### src/rtl/aer_pkg.sv
// ---------------------------------------------------------------------------
// aer_pkg
// Shared types and constants for the AER output link arbiter.
//   aer_state_t        : handshake FSM states
//   req_id_t           : requester identity (encoder / host); its value is
//                        also the index of that requester's slot
//   AER_ADDR_W_DEFAULT : default AER address width
//   rr_pick()          : round-robin winner selection between the two slots
// ---------------------------------------------------------------------------
package aer_pkg;

    localparam int AER_ADDR_W_DEFAULT = 10;

    typedef enum logic [2:0] {
        IDLE   = 3'd0,
        ARB    = 3'd1,
        REQ_HI = 3'd2,
        REQ_LO = 3'd3,
        ERROR  = 3'd4
    } aer_state_t;

    typedef enum logic {
        REQ_ENC  = 1'b0,
        REQ_HOST = 1'b1
    } req_id_t;

    // A lone full slot always wins. When both are full, the winner is the
    // requester the round-robin pointer currently prefers; the pointer is
    // moved to the other requester after every completed transfer.
    function automatic req_id_t rr_pick(
        input logic    enc_full,
        input logic    host_full,
        input req_id_t prefer
    );
        if (enc_full && host_full) begin
            return prefer;
        end else if (host_full) begin
            return REQ_HOST;
        end else begin
            return REQ_ENC;
        end
    endfunction

endpackage

### src/rtl/aer_req_slot.sv
// ---------------------------------------------------------------------------
// aer_req_slot
// One-entry holding slot for a single AER requester. An event is captured
// when IN_VALID is high while the slot is empty; it stays until DROP.
//
// Ports
//   CLK       in   rising-edge clock
//   RSTN      in   asynchronous active-low reset (slot empties)
//   IN_VALID  in   requester has an event
//   IN_ADDR   in   requester event address
//   IN_READY  out  slot empty, a new event may be offered
//   DROP      in   release the held event (completion or timeout)
//   FULL      out  slot holds an event
//   ADDR      out  address of the held event
// ---------------------------------------------------------------------------
module aer_req_slot
    import aer_pkg::*;
#(
    parameter int ADDR_W = AER_ADDR_W_DEFAULT
) (
    input  logic              CLK,
    input  logic              RSTN,
    input  logic              IN_VALID,
    input  logic [ADDR_W-1:0] IN_ADDR,
    output logic              IN_READY,
    input  logic              DROP,
    output logic              FULL,
    output logic [ADDR_W-1:0] ADDR
);

    logic              full_reg;
    logic              full_next;
    logic [ADDR_W-1:0] addr_reg;
    logic [ADDR_W-1:0] addr_next;
    logic              capture;

    // Capture only into an empty slot, so a held event is never overwritten.
    assign capture = IN_VALID && !full_reg;

    always_comb begin
        full_next = full_reg;
        addr_next = addr_reg;
        // DROP only targets a full slot and capture only an empty one, so
        // the two can never collide.
        if (DROP) begin
            full_next = 1'b0;
        end else if (capture) begin
            full_next = 1'b1;
            addr_next = IN_ADDR;
        end
    end

    always_ff @(posedge CLK or negedge RSTN) begin
        if (!RSTN) begin
            full_reg <= 1'b0;
            addr_reg <= '0;
        end else begin
            full_reg <= full_next;
            addr_reg <= addr_next;
        end
    end

    assign IN_READY = !full_reg;
    assign FULL     = full_reg;
    assign ADDR     = addr_reg;

endmodule

### src/rtl/aer_link_arbiter.sv
// ---------------------------------------------------------------------------
// aer_link_arbiter
// Merges events from a spike encoder and from the host/config path onto a
// single four-phase AER output link. Each requester has a one-entry slot;
// a round-robin FSM picks a winner, drives REQ/ADDR and waits for the
// acknowledge. Each handshake phase is guarded by a timeout that drops the
// event and raises a sticky ERR until software clears it.
//
// Ports
//   CLK          in   rising-edge clock
//   RSTN         in   asynchronous active-low reset
//   ENC_VALID    in   encoder event offer
//   ENC_ADDR     in   encoder event address
//   ENC_READY    out  encoder slot empty
//   HOST_VALID   in   host event offer
//   HOST_ADDR    in   host event address
//   HOST_READY   out  host slot empty
//   AEROUT_ADDR  out  address presented on the link
//   AEROUT_REQ   out  four-phase request
//   AEROUT_ACK   in   four-phase acknowledge (already in the CLK domain)
//   GRANT_HOST   out  current/last transfer belongs to the host
//   ERR          out  sticky handshake timeout flag
//   ERR_CLR      in   clears ERR / leaves ERROR once the link is idle
//   EVT_CNT      out  saturating completed-transfer count
//   CLR_CNT      in   synchronous EVT_CNT clear (wins over an increment)
// ---------------------------------------------------------------------------
module aer_link_arbiter
    import aer_pkg::*;
#(
    parameter int ADDR_W      = AER_ADDR_W_DEFAULT,
    parameter int TIMEOUT_CYC = 1023
) (
    input  logic              CLK,
    input  logic              RSTN,
    input  logic              ENC_VALID,
    input  logic [ADDR_W-1:0] ENC_ADDR,
    output logic              ENC_READY,
    input  logic              HOST_VALID,
    input  logic [ADDR_W-1:0] HOST_ADDR,
    output logic              HOST_READY,
    output logic [ADDR_W-1:0] AEROUT_ADDR,
    output logic              AEROUT_REQ,
    input  logic              AEROUT_ACK,
    output logic              GRANT_HOST,
    output logic              ERR,
    input  logic              ERR_CLR,
    output logic [15:0]       EVT_CNT,
    input  logic              CLR_CNT
);

    localparam int               TMR_W    = (TIMEOUT_CYC > 1) ? $clog2(TIMEOUT_CYC + 1) : 1;
    // Last timer value of a phase: the phase has then lasted TIMEOUT_CYC cycles.
    localparam logic [TMR_W-1:0] TMR_LAST = TMR_W'(TIMEOUT_CYC - 1);
    localparam logic [15:0]      CNT_MAX  = 16'hFFFF;

    // ---------------------------------------------------------------------
    // Requester slots, indexed by req_id_t (0 = encoder, 1 = host)
    // ---------------------------------------------------------------------
    logic [1:0]        slot_in_valid;
    logic [1:0]        slot_ready;
    logic [1:0]        slot_full;
    logic [1:0]        slot_drop;
    logic [ADDR_W-1:0] slot_in_addr [2];
    logic [ADDR_W-1:0] slot_addr    [2];

    assign slot_in_valid   = {HOST_VALID, ENC_VALID};
    assign slot_in_addr[0] = ENC_ADDR;
    assign slot_in_addr[1] = HOST_ADDR;

    genvar gi;
    generate
        for (gi = 0; gi < 2; gi++) begin : g_slot
            aer_req_slot #(
                .ADDR_W (ADDR_W)
            ) u_slot (
                .CLK      (CLK),
                .RSTN     (RSTN),
                .IN_VALID (slot_in_valid[gi]),
                .IN_ADDR  (slot_in_addr[gi]),
                .IN_READY (slot_ready[gi]),
                .DROP     (slot_drop[gi]),
                .FULL     (slot_full[gi]),
                .ADDR     (slot_addr[gi])
            );
        end
    endgenerate

    assign ENC_READY  = slot_ready[0];
    assign HOST_READY = slot_ready[1];

    // ---------------------------------------------------------------------
    // State and datapath registers
    // ---------------------------------------------------------------------
    aer_state_t        state_reg,   state_next;
    req_id_t           grant_reg,   grant_next;
    req_id_t           prefer_reg,  prefer_next;
    logic [ADDR_W-1:0] addr_reg,    addr_next;
    logic [TMR_W-1:0]  timer_reg,   timer_next;
    logic              err_reg,     err_next;
    logic [15:0]       evt_cnt_reg, evt_cnt_next;

    req_id_t arb_pick;
    logic    phase_timeout;
    logic    arb_load;
    logic    xfer_done;
    logic    xfer_abort;

    assign arb_pick      = rr_pick(slot_full[0], slot_full[1], prefer_reg);
    assign phase_timeout = (timer_reg == TMR_LAST);

    // FSM state register
    always_ff @(posedge CLK or negedge RSTN) begin
        if (!RSTN) begin
            state_reg <= IDLE;
        end else begin
            state_reg <= state_next;
        end
    end

    // FSM next-state logic
    always_comb begin
        state_next = state_reg;
        case (state_reg)
            // A still-high ACK means the receiver has not finished the
            // previous handshake; wait for it before starting a new one.
            IDLE: begin
                if ((slot_full != 2'b00) && !AEROUT_ACK) begin
                    state_next = ARB;
                end
            end
            ARB: begin
                state_next = REQ_HI;
            end
            REQ_HI: begin
                if (AEROUT_ACK) begin
                    state_next = REQ_LO;
                end else if (phase_timeout) begin
                    state_next = ERROR;
                end
            end
            REQ_LO: begin
                if (!AEROUT_ACK) begin
                    state_next = IDLE;
                end else if (phase_timeout) begin
                    state_next = ERROR;
                end
            end
            ERROR: begin
                if (ERR_CLR && !AEROUT_ACK) begin
                    state_next = IDLE;
                end
            end
            default: begin
                state_next = IDLE;
            end
        endcase
    end

    // FSM outputs and per-state strobes
    always_comb begin
        AEROUT_REQ = 1'b0;
        arb_load   = 1'b0;
        xfer_done  = 1'b0;
        xfer_abort = 1'b0;
        case (state_reg)
            ARB: begin
                arb_load = 1'b1;
            end
            REQ_HI: begin
                AEROUT_REQ = 1'b1;
                xfer_abort = !AEROUT_ACK && phase_timeout;
            end
            REQ_LO: begin
                xfer_done  = !AEROUT_ACK;
                xfer_abort = AEROUT_ACK && phase_timeout;
            end
            default: begin
            end
        endcase
    end

    // The winner leaves its slot on completion and on timeout; the other
    // slot is untouched either way.
    assign slot_drop[0] = (xfer_done || xfer_abort) && (grant_reg == REQ_ENC);
    assign slot_drop[1] = (xfer_done || xfer_abort) && (grant_reg == REQ_HOST);

    // Datapath next-state logic
    always_comb begin
        grant_next   = grant_reg;
        prefer_next  = prefer_reg;
        addr_next    = addr_reg;
        timer_next   = timer_reg;
        err_next     = err_reg;
        evt_cnt_next = evt_cnt_reg;

        // Address and grant are frozen from here until the handshake ends.
        if (arb_load) begin
            grant_next = arb_pick;
            addr_next  = slot_addr[arb_pick];
        end

        // Restart on every state change so REQ_HI and REQ_LO each get the
        // full budget; count only while a handshake phase is open.
        if (state_next != state_reg) begin
            timer_next = '0;
        end else if ((state_reg == REQ_HI) || (state_reg == REQ_LO)) begin
            timer_next = timer_reg + 1'b1;
        end

        if (xfer_abort) begin
            err_next = 1'b1;
        end else if ((state_reg == ERROR) && (state_next == IDLE)) begin
            err_next = 1'b0;
        end

        // Only completed transfers move the round-robin pointer.
        if (xfer_done) begin
            prefer_next = (grant_reg == REQ_ENC) ? REQ_HOST : REQ_ENC;
        end

        if (CLR_CNT) begin
            evt_cnt_next = '0;
        end else if (xfer_done && (evt_cnt_reg != CNT_MAX)) begin
            evt_cnt_next = evt_cnt_reg + 16'd1;
        end
    end

    always_ff @(posedge CLK or negedge RSTN) begin
        if (!RSTN) begin
            grant_reg   <= REQ_ENC;
            prefer_reg  <= REQ_ENC;
            addr_reg    <= '0;
            timer_reg   <= '0;
            err_reg     <= 1'b0;
            evt_cnt_reg <= '0;
        end else begin
            grant_reg   <= grant_next;
            prefer_reg  <= prefer_next;
            addr_reg    <= addr_next;
            timer_reg   <= timer_next;
            err_reg     <= err_next;
            evt_cnt_reg <= evt_cnt_next;
        end
    end

    assign AEROUT_ADDR = addr_reg;
    assign GRANT_HOST  = (grant_reg == REQ_HOST);
    assign ERR         = err_reg;
    assign EVT_CNT     = evt_cnt_reg;

endmodule

### config.mk
export PLATFORM = sky130hd
export DESIGN_NAME = aer_link_arbiter
export DESIGN_NICKNAME = d
export VERILOG_FILES = /design/src/rtl/aer_pkg.sv /design/src/rtl/aer_req_slot.sv /design/src/rtl/aer_link_arbiter.sv
export SDC_FILE = /design/constraint.sdc
export NUM_CORES = 1
export LEC_CHECK = 0
export CAP_MARGIN = 5
export CORE_UTILIZATION = 45
export DETAILED_ROUTE_END_ITERATION = 6
export GPL_ROUTABILITY_DRIVEN = 0
export PLACE_DENSITY = 0.68
export SLEW_MARGIN = 20
export SYNTH_ARGS = -nofsm -noshare
export SYNTH_HDL_FRONTEND = slang
export SYNTH_SLANG_ARGS = --single-unit
### constraint.sdc
create_clock -name CLK -period 3.15 [get_ports CLK]
set_clock_uncertainty 0.15 [all_clocks]
set_input_delay 0.315 -clock CLK [delete_from_list [all_inputs] [get_ports CLK]]
set_output_delay 0.315 -clock CLK [all_outputs]
set_load 0.03 [all_outputs]
==> results.json, run 1 <==
{
  "status": "finished, violations left",
  "violations": "design-rule violations",
  "power_frac_seq_pct": 39.8,
  "clock_path_buffers": 2,
  "synth_edf_count": 0,
  "path_clk_slew_ps": 80,
  "vias": 2357,
  "die_h_um": 84.6,
  "wl_um": 6500,
  "largest_reg_flops": 20,
  "switching_share_pct": 35.1,
  "worstPathRequired_ps": 3220,
  "cp-endpoint": "g_slot[0].u_slot.ADDR[1]$_DFFE_PN0P_",
  "ys_warn_count": 0,
  "finalSetupTns_ps": 0,
  "crit_path_top_delay_cell": "dfrtp_1",
  "fin_crit_ps": 2580,
  "reg2reg_slack_ps": 570,
  "first_iter_violations": 77,
  "wl_per_cell_um": 14.9,
  "synth-async-reset-ratio_pct": 100,
  "max_freq_ghz": 0.388,
  "vdd_ir_drop_max_v": 0.000473,
  "syn2layout_area_growth_pct": 29.1,
  "crit_chain": "nor2b_1 > and2_1 > ha_1 > nand3b_1 > nor4_2 > nor2_1 > o211ai_4 > mux2_2",
  "layout-drive-gt1-share_pct": 15.1,
  "cts_sinks": 64,
  "die_area_um2": 7160,
  "hp-class": "input pin to async pin",
  "cts_root_buf": "clkbuf_8",
  "die_w_um": 84.6,
  "cts_tree": "built",
  "antenna_found_initial": 0,
  "core-area_um2": 6460,
  "grtUsageTotal_pct": 19.9,
  "netlist_top_cells_count": "dfrtp_1, nor2_1, a21oi_1",
  "drv_cap": 0,
  "synth_cell_type_count": 45,
  "htreeDepth": 3,
  "critPathMaxStageDelay_ps": 480,
  "startpoint": "state_reg[1]$_DFF_PN0_",
  "placed_area_um2": 3740,
  "ys_top_cells_by_area": "dfrtp_1, mux2_2, nor2_1",
  "clk_latency_ps": 340,
  "setup_viol": 0,
  "first_pass_iters": 6,
  "power_mw": 3.14,
  "r2r-end": "g_slot[0].u_slot.ADDR[1]$_DFFE_PN0P_",
  "cts_made_buffers": 9,
  "worstPathArrival_ps": 2650,
  "io_buffers": 57,
  "synth_most_common_cell": "dfrtp_1",
  "synth_top_area_share_pct": 52.1,
  "leakagePower_nw": 1.62,
  "num_rows": 29,
  "rsz0062_at_grt": "false",
  "finalCritPeriodShare_pct": 81.8,
  "final_net_count": 384,
  "ant_nets": 0,
  "syn_inst": 290,
  "mappedNetlistArea_um2": 3070,
  "diodes": 0,
  "cellPowerDensity_nw_per_um2": 790,
  "yosysSeqAreaShare_pct": 52.1,
  "start_kind": "register",
  "syn_nets": 321,
  "initial_core_util_pct": 47.6,
  "fin_area_um2": 3970,
  "remaining_drc_errors": 3,
  "comb_power_share_pct": 35.1,
  "p_int_mw": 2.04,
  "grt_max_degree": 27,
  "final_max_slew_viol_count": 0,
  "synth_top_area_cell": "dfrtp_1",
  "grt_overflow": 0,
  "dp_hpwl_um": 4600,
  "design.portCount": 58,
  "grt_pass1_vias": 2245,
  "grt_pass1_wl_um": 10900,
  "r2r_cells": 8,
  "r2r-start": "state_reg[1]$_DFF_PN0_",
  "syn_area_per_cell_um2": 10.6,
  "end_kind": "register",
  "criticalPathCategory": "register to register",
  "pwr-share-clk_pct": 25.1,
  "final-hold-violation-count": 0,
  "tightest_slew_ps": 663,
  "switchingPower_mw": 1.10,
  "slew_headroom_pct": 55.7,
  "via_per_inst": 5.42,
  "synth_seq_cells": 64,
  "crit_fanout": 10,
  "synth_ff_type": "dfrtp_1"
}
[what timing repair did]
action	in CTS	in global routing
setup buffers	0	0
hold buffers	1	0
gates resized for setup	0	0
endpoints found under the hold margin	24	0
[worst max-delay path: cells and delay by family, from the launching register on]
| kind | cells | cell delay [ps] |
|---|---|---|
| flip-flops | 1 | 480 |
| multiplexers | 1 | 390 |
| AND/OR/NAND/NOR | 5 | 790 |
| adder cells (fa/ha/maj) | 1 | 270 |
| AO/OA/AOI/OAI | 1 | 370 |
[placed cells by master (no fill, tap or decap), drive strengths merged, types with 3 or more instances in the layout]
| cell type | synthesis | layout |
|---|---|---|
| clkdlybuf4s50 | 0 | 56 |
| nand2 | 18 | 18 |
| nand3 | 10 | 10 |
| mux2i | 11 | 11 |
| nor2 | 42 | 42 |
| o21ai | 8 | 8 |
| o31ai | 4 | 4 |
| xnor2 | 12 | 12 |
| xor2 | 7 | 7 |
| nand4 | 9 | 9 |
| dfrtp | 64 | 64 |
| buf | 6 | 8 |
| nor4 | 4 | 4 |
| mux2 | 20 | 20 |
| a21oi | 22 | 22 |
| clkinvlp | 0 | 3 |
| and2 | 4 | 4 |
| inv | 8 | 8 |
| ha | 4 | 4 |
| clkbuf | 7 | 9 |
| or4 | 5 | 5 |
[per-stage QoR]
stage | cells | hold slack, ps | utilization, % | setup slack [ps]
2_1_floorplan | 290 | -131 | - | 625
3_3_place_gp | 418 | 204 | 57.8 | 403
3_5_place_dp | 418 | 204 | 57.8 | 351
4_1_cts | 435 | 362 | 61.4 | 536
5_1_grt | 435 | 379 | 61.4 | 363
6_report | 435 | 349 | 61.4 | 574
[kinds of logic after synthesis]
group,synth area share [%]
buf+inv,2.77
compound gates,9.69
fa+ha+maj,1.63
flops,52.1
xor+xnor,5.42
mux,10.9
simple gates,17.4
[layout make-up]
class,count,area [µm²]
fill,578,2490
sequential,64,1600
multi-input combinational,205,1390
timing repair buffer,65,628
clock buffer,9,124
clock inverter,7,96.3
tap,77,96.3
inverter,8,30.0
[power groups by stage]
stage / logic (mW) / registers, mW / clock network, mW
after floorplan: 0.621 / 1.35 / 0
after global placement: 1.09 / 1.26 / 0
after detailed placement: 1.11 / 1.26 / 0
after CTS: 1.12 / 1.25 / 0.813
after global routing: 1.20 / 1.28 / 0.843
final: 1.10 / 1.25 / 0.786
[layer usage]
metal	share of wire, %	track usage [%]	vias to the layer above
met3	4.7	5.31	12
met1	49	27.7	1123
met5	0	0	-
met2	46	30.1	68
met4	1.1	6.93	0
li1	-	-	1154
[worst min path at each step]
stage                                                 to  slack, ps  cells past startpoint
finish                          timer_reg[0]$_DFFE_PN0P_        350                      2
floorplan                     AEROUT_ADDR[0]$_DFFE_PN0P_       -130                      0
CTS                             timer_reg[0]$_DFFE_PN0P_        360                      2
detailed placement              timer_reg[0]$_DFFE_PN0P_        200                      1
global route        g_slot[1].u_slot.ADDR[7]$_DFFE_PN0P_        380                      1
global placement                timer_reg[0]$_DFFE_PN0P_        200                      1
Note: power is estimated with default switching activity, not from simulation.
==> run 2: changes to the inputs <==
--- a/config.mk
+++ b/config.mk
@@ -9,7 +9,7 @@
 export CORE_UTILIZATION = 45
 export DETAILED_ROUTE_END_ITERATION = 6
 export GPL_ROUTABILITY_DRIVEN = 0
-export PLACE_DENSITY = 0.68
+export PLACE_DENSITY = 0.7
 export SLEW_MARGIN = 20
 export SYNTH_ARGS = -nofsm -noshare
 export SYNTH_HDL_FRONTEND = slang
==> constraint.sdc (replaced) <==
create_clock -name CLK -period 2.2 [get_ports CLK]
set_clock_uncertainty 0.15 [all_clocks]
set_input_delay 0.22 -clock CLK [delete_from_list [all_inputs] [get_ports CLK]]
set_output_delay 0.22 -clock CLK [all_outputs]
set_load 0.03 [all_outputs]
==> run 2 against run 1 <==
Sequential cell count stayed put. The run ends with design-rule violations, negative setup slack left. Largest cell class unchanged. Non-clock buffer count is 21 higher. Critical path type unchanged. Highest routed layer unchanged. First-iteration DRC count is 25% higher. Critical endpoint is now g_slot[1].u_slot.ADDR[4]$_DFFE_PN0P_. Setup slack worse by 660 ps. Wire length is 7.7% higher.
==> results.json, run 2 (same netlist as run 1, synthesis figures left out) <==
{
  "fin_crit_ps": 2290,
  "layout-drive-gt1-share_pct": 21.1,
  "end_kind": "register",
  "max_freq_ghz": 0.437,
  "die_w_um": 84.6,
  "ant_nets": 0,
  "finalSetupTns_ps": -1510,
  "grt_pass1_wl_um": 12300,
  "via_per_inst": 5.40,
  "design.portCount": 58,
  "layout_commonest_cell": "dfrtp_1",
  "hp-class": "input pin to async pin",
  "wl_um": 7000,
  "tightest_slew_ps": 499,
  "final_cells": 456,
  "reg2reg_slack_ps": -90,
  "io_buffers": 57,
  "remaining_drc_errors": 2,
  "clock_path_buffers": 2,
  "wl_per_cell_um": 15.4,
  "leakagePower_nw": 1.77,
  "fin_util_pct": 65.4,
  "regArea_um2": 1600,
  "cellPowerDensity_nw_per_um2": 1120,
  "syn2layout_area_growth_pct": 37.5,
  "cts_root_buf": "clkbuf_8",
  "final_max_slew_viol_count": 0,
  "first_pass_iters": 7,
  "initial_core_util_pct": 47.6,
  "grtUsageTotal_pct": 22.0,
  "grt_overflow": 0,
  "timing.final.ws_setup_ps": -86.1,
  "crit_fanout": 10,
  "die_area_um2": 7160,
  "start_kind": "register",
  "criticalPathCategory": "register to register",
  "status": "finished, violations left",
  "setup_viol": 20,
  "vias": 2461,
  "violations": "design-rule violations, negative setup slack",
  "drv_cap": 0,
  "slew_headroom_pct": 66.6,
  "cts_sinks": 64,
  "r2r-start": "state_reg[2]$_DFF_PN0_",
  "num_rows": 29,
  "cts_made_buffers": 9,
  "grt_pass1_vias": 2539,
  "core-area_um2": 6460,
  "r2r-end": "g_slot[1].u_slot.ADDR[4]$_DFFE_PN0P_",
  "worstPathArrival_ps": 2370,
  "first_iter_violations": 96,
  "r2r_cells": 9,
  "final_net_count": 405,
  "n_fill_cell": 556,
  "final_cell_mix": "dfrtp_1, clkdlybuf4s50_1, nor2_1, buf_4, a21oi_1",
  "dpl.cell_count": 439,
  "multi_input_area_um2": 1460,
  "cts_tree": "built",
  "rsz0062_at_grt": "true",
  "dp_hpwl_um": 4960,
  "path_clk_slew_ps": 70,
  "diodes": 0,
  "vdd_ir_drop_max_v": 0.000701,
  "grt_max_degree": 65,
  "htreeDepth": 3,
  "largest_reg_flops": 20,
  "finalCritPeriodShare_pct": 104,
  "antenna_found_initial": 0,
  "final-hold-violation-count": 0,
  "worstPathRequired_ps": 2280,
  "clk_latency_ps": 340,
  "die_h_um": 84.6
}
==> run 2: through the flow <==
step	setup slack (ps)	hold slack, ps	cell area, µm²	total power, mW
detailed placement	-232	113	3990	3.63
finish	-86.1	261	4220	4.73
global placement	-209	108	3990	3.58
global route	-205	305	4220	5.01
floorplan	-282	-226	3150	2.93
CTS	-102	281	4220	4.77
==> run 2: area by class of cell <==
cell class	instances	share of cell area [%]
clock buffers	9	2.93
well taps	77	2.28
inverters	8	0.711
multi-input cells	205	34.4
clock inverters	7	2.28
repair buffers	86	19.4
flip-flops and latches	64	37.9
==> run 2: power breakdown <==
part / internal [mW] / total (mW) / switching, mW
Sequential: 1.53 / 1.75 / 0.226
Clock: 0.636 / 1.11 / 0.475
Combinational: 0.939 / 1.86 / 0.925
==> run 2: metal layers <==
layer | track usage, % | vias up | routed length, µm
li1 | - | 1187 | -
met4 | 7.86 | 0 | 84
met2 | 36.4 | 61 | 3400
met1 | 29.4 | 1204 | 3260
met5 | 0 | - | 0
met3 | 3.74 | 9 | 259
==> run 2: worst max-delay path, cell delays in order (launching register included) <==
cell	delay [ps]
dfrtp_1	380
nor2b_1	170
and2_4	180
ha_4	180
nand3b_1	110
nor4_2	60
o21a_1	210
nor3b_2	240
buf_12	180
mux2_4	310
==> run 2: repair_timing <==
action,CTS,global route
hold buffers,1,0
setup buffers,0,0
gates resized for setup,0,2
hold endpoints to repair,64,0
endpoints found under the setup margin,20,21
pin swaps,1,0
==> run 2: worst max-delay path by stage <==
stage	from	end	slack, ps
2_1_floorplan	state_reg[1]$_DFF_PN0_	g_slot[0].u_slot.ADDR[0]$_DFFE_PN0P_	-280
3_3_place_gp	AEROUT_ACK	g_slot[0].u_slot.ADDR[5]$_DFFE_PN0P_	-210
3_5_place_dp	AEROUT_ACK	g_slot[0].u_slot.ADDR[4]$_DFFE_PN0P_	-230
4_1_cts	state_reg[1]$_DFF_PN0_	g_slot[0].u_slot.ADDR[4]$_DFFE_PN0P_	-100
5_1_grt	state_reg[1]$_DFF_PN0_	g_slot[0].u_slot.ADDR[6]$_DFFE_PN0P_	-210
6_report	state_reg[2]$_DFF_PN0_	g_slot[1].u_slot.ADDR[4]$_DFFE_PN0P_	-90
==> run 3: changes to the inputs <==
==> constraint.sdc (replaced) <==
create_clock -name CLK -period 1.95 [get_ports CLK]
set_clock_uncertainty 0.15 [all_clocks]
set_input_delay 0.195 -clock CLK [delete_from_list [all_inputs] [get_ports CLK]]
set_output_delay 0.195 -clock CLK [all_outputs]
set_load 0.03 [all_outputs]
==> run 3 against run 2 <==
The run ends with negative setup slack left. Final cell count up 5.3%. Register-to-register slack worse by 280 ps. Clock power up 23%. Sequential power up 13%. Sequential share of layout area down 2.6 points. Combinational power up 21%. Setup slack worse by 280 ps. Fmax down 1.3%. Power up 18%. Die area unchanged.
==> results.json, run 3 (same netlist as run 1, synthesis figures left out) <==
{
  "fin_area_um2": 4560,
  "multi_input_area_um2": 1550,
  "worstPathArrival_ps": 2380,
  "tightest_slew_ps": 370,
  "r2r_cells": 9,
  "via_per_inst": 5.49,
  "layout_commonest_cell": "dfrtp_1",
  "cts_sinks": 64,
  "syn2layout_area_growth_pct": 48.4,
  "ant_nets": 0,
  "grt_pass1_vias": 2510,
  "grt_max_degree": 65,
  "regArea_um2": 1610,
  "design.portCount": 58,
  "first_iter_violations": 175,
  "rsz0062_at_grt": "true",
  "finalSetupTns_ps": -6740,
  "end_kind": "register",
  "wl_per_cell_um": 15.9,
  "htreeDepth": 3,
  "slew_headroom_pct": 75.3,
  "path_clk_slew_ps": 60,
  "finalCritPeriodShare_pct": 119,
  "vias": 2634,
  "leakagePower_nw": 1.97,
  "hp-class": "input pin to async pin",
  "setup_viol": 20,
  "die_h_um": 84.6,
  "layout-drive-gt1-share_pct": 30.3,
  "critPathMaxStageDelay_ps": 390,
  "crit_fanout": 10,
  "cellPowerDensity_nw_per_um2": 1230,
  "crit_chain": "nor2b_4 > and2_4 > ha_4 > nand3b_1 > nor4_4 > nor2_2 > o211ai_4 > buf_12 > mux2_2",
  "dpl.cell_count": 457,
  "grt_overflow": 0,
  "criticalPathCategory": "register to register",
  "dp_hpwl_um": 5030,
  "initial_core_util_pct": 47.6,
  "grt_pass1_wl_um": 12200,
  "die_w_um": 84.6,
  "die_area_um2": 7160,
  "timing.final.ws_setup_ps": -366,
  "wl_um": 7620,
  "antenna_found_initial": 0,
  "cts_root_buf": "clkbuf_8",
  "power_mw": 5.59,
  "cts_made_buffers": 9,
  "diodes": 0,
  "remaining_drc_errors": 0,
  "final_cells": 480,
  "final_cell_mix": "dfrtp_1, clkdlybuf4s50_1, buf_4, nor2_1, a21oi_1",
  "violations": "negative setup slack",
  "drv_cap": 0,
  "status": "finished, violations left",
  "vdd_ir_drop_max_v": 0.000914,
  "final-hold-violation-count": 0,
  "worstPathRequired_ps": 2020,
  "placed_area_um2": 4140,
  "largest_reg_flops": 20,
  "first_pass_iters": 7,
  "grtUsageTotal_pct": 22.0,
  "crit_path_top_delay_cell": "dfrtp_1",
  "n_fill_cell": 472,
  "fin_crit_ps": 2320,
  "io_buffers": 57,
  "start_kind": "register",
  "core-area_um2": 6460,
  "final_max_slew_viol_count": 0,
  "max_freq_ghz": 0.432,
  "hold_ws_ps": 251,
  "clock_path_buffers": 2,
  "cts_tree": "built",
  "num_rows": 29,
  "final_net_count": 430,
  "clk_latency_ps": 330
}
-- run 3: final cells by class --
type | count | area share, %
clock buffer | 12 | 3.18
clock inverter | 3 | 1.98
inverter | 8 | 0.659
multi-input combinational | 205 | 33.9
sequential | 64 | 35.3
tap | 77 | 2.11
timing repair buffer | 111 | 22.9
-- run 3: power by group --
part / internal, mW / switching (mW)
sequential: 1.73 / 0.248
combinational: 1.16 / 1.09
clock: 0.879 / 0.484
total: 3.76 / 1.83
-- run 3: path summary, 6_finish.rpt --
check | endpoint | from | slack, ps
max reg2reg | g_slot[0].u_slot.ADDR[0]$_DFFE_PN0P_ | state_reg[1]$_DFF_PN0_ | -370
max in group asynchronous | EVT_CNT[10]$_DFFE_PN0P_ | RSTN | 1110
max | g_slot[0].u_slot.ADDR[0]$_DFFE_PN0P_ | state_reg[1]$_DFF_PN0_ | -370
min reg2reg | g_slot[0].u_slot.ADDR[3]$_DFFE_PN0P_ | g_slot[0].u_slot.ADDR[3]$_DFFE_PN0P_ | 360
min | timer_reg[1]$_DFFE_PN0P_ | RSTN | 250
min in group CLK | g_slot[1].u_slot.ADDR[1]$_DFFE_PN0P_ | HOST_ADDR[1] | 320
-- run 3: worst max-delay path, delay by kind of cell, from the launching register on --
family | cells | cell delay [ps]
adder cells (fa/ha/maj) | 1 | 250
multiplexers | 1 | 330
AND/OR/NAND/NOR | 5 | 730
AO/OA/AOI/OAI | 1 | 190
buffers and inverters | 1 | 170
flip-flops | 1 | 390
-- run 3: per-stage QoR --
step                utilization, %  setup WS (ps)
floorplan                        -           -530
global placement              64.1           -430
detailed placement            64.1           -524
CTS                           68.4           -390
global route                  70.6           -466
finish                        70.6           -366
-- run 3: per-layer routing --
layer | GRT usage, % | up-vias | routed length (µm)
li1 | - | 1235 | -
met1 | 30.0 | 1279 | 3300
met2 | 34.5 | 104 | 3780
met3 | 3.93 | 16 | 413
met4 | 9.71 | 0 | 129
met5 | 0 | - | 0
-- run 3: timing repair --
action / 4_1_cts / 5_1_grt
pin swaps: 1 / 7
setup buffers: 0 / 6
hold buffers: 1 / 0
endpoints found under the setup margin: 29 / 34
endpoints found under the hold margin: 64 / 0
gates resized for setup: 8 / 18
cloned: 0 / 1
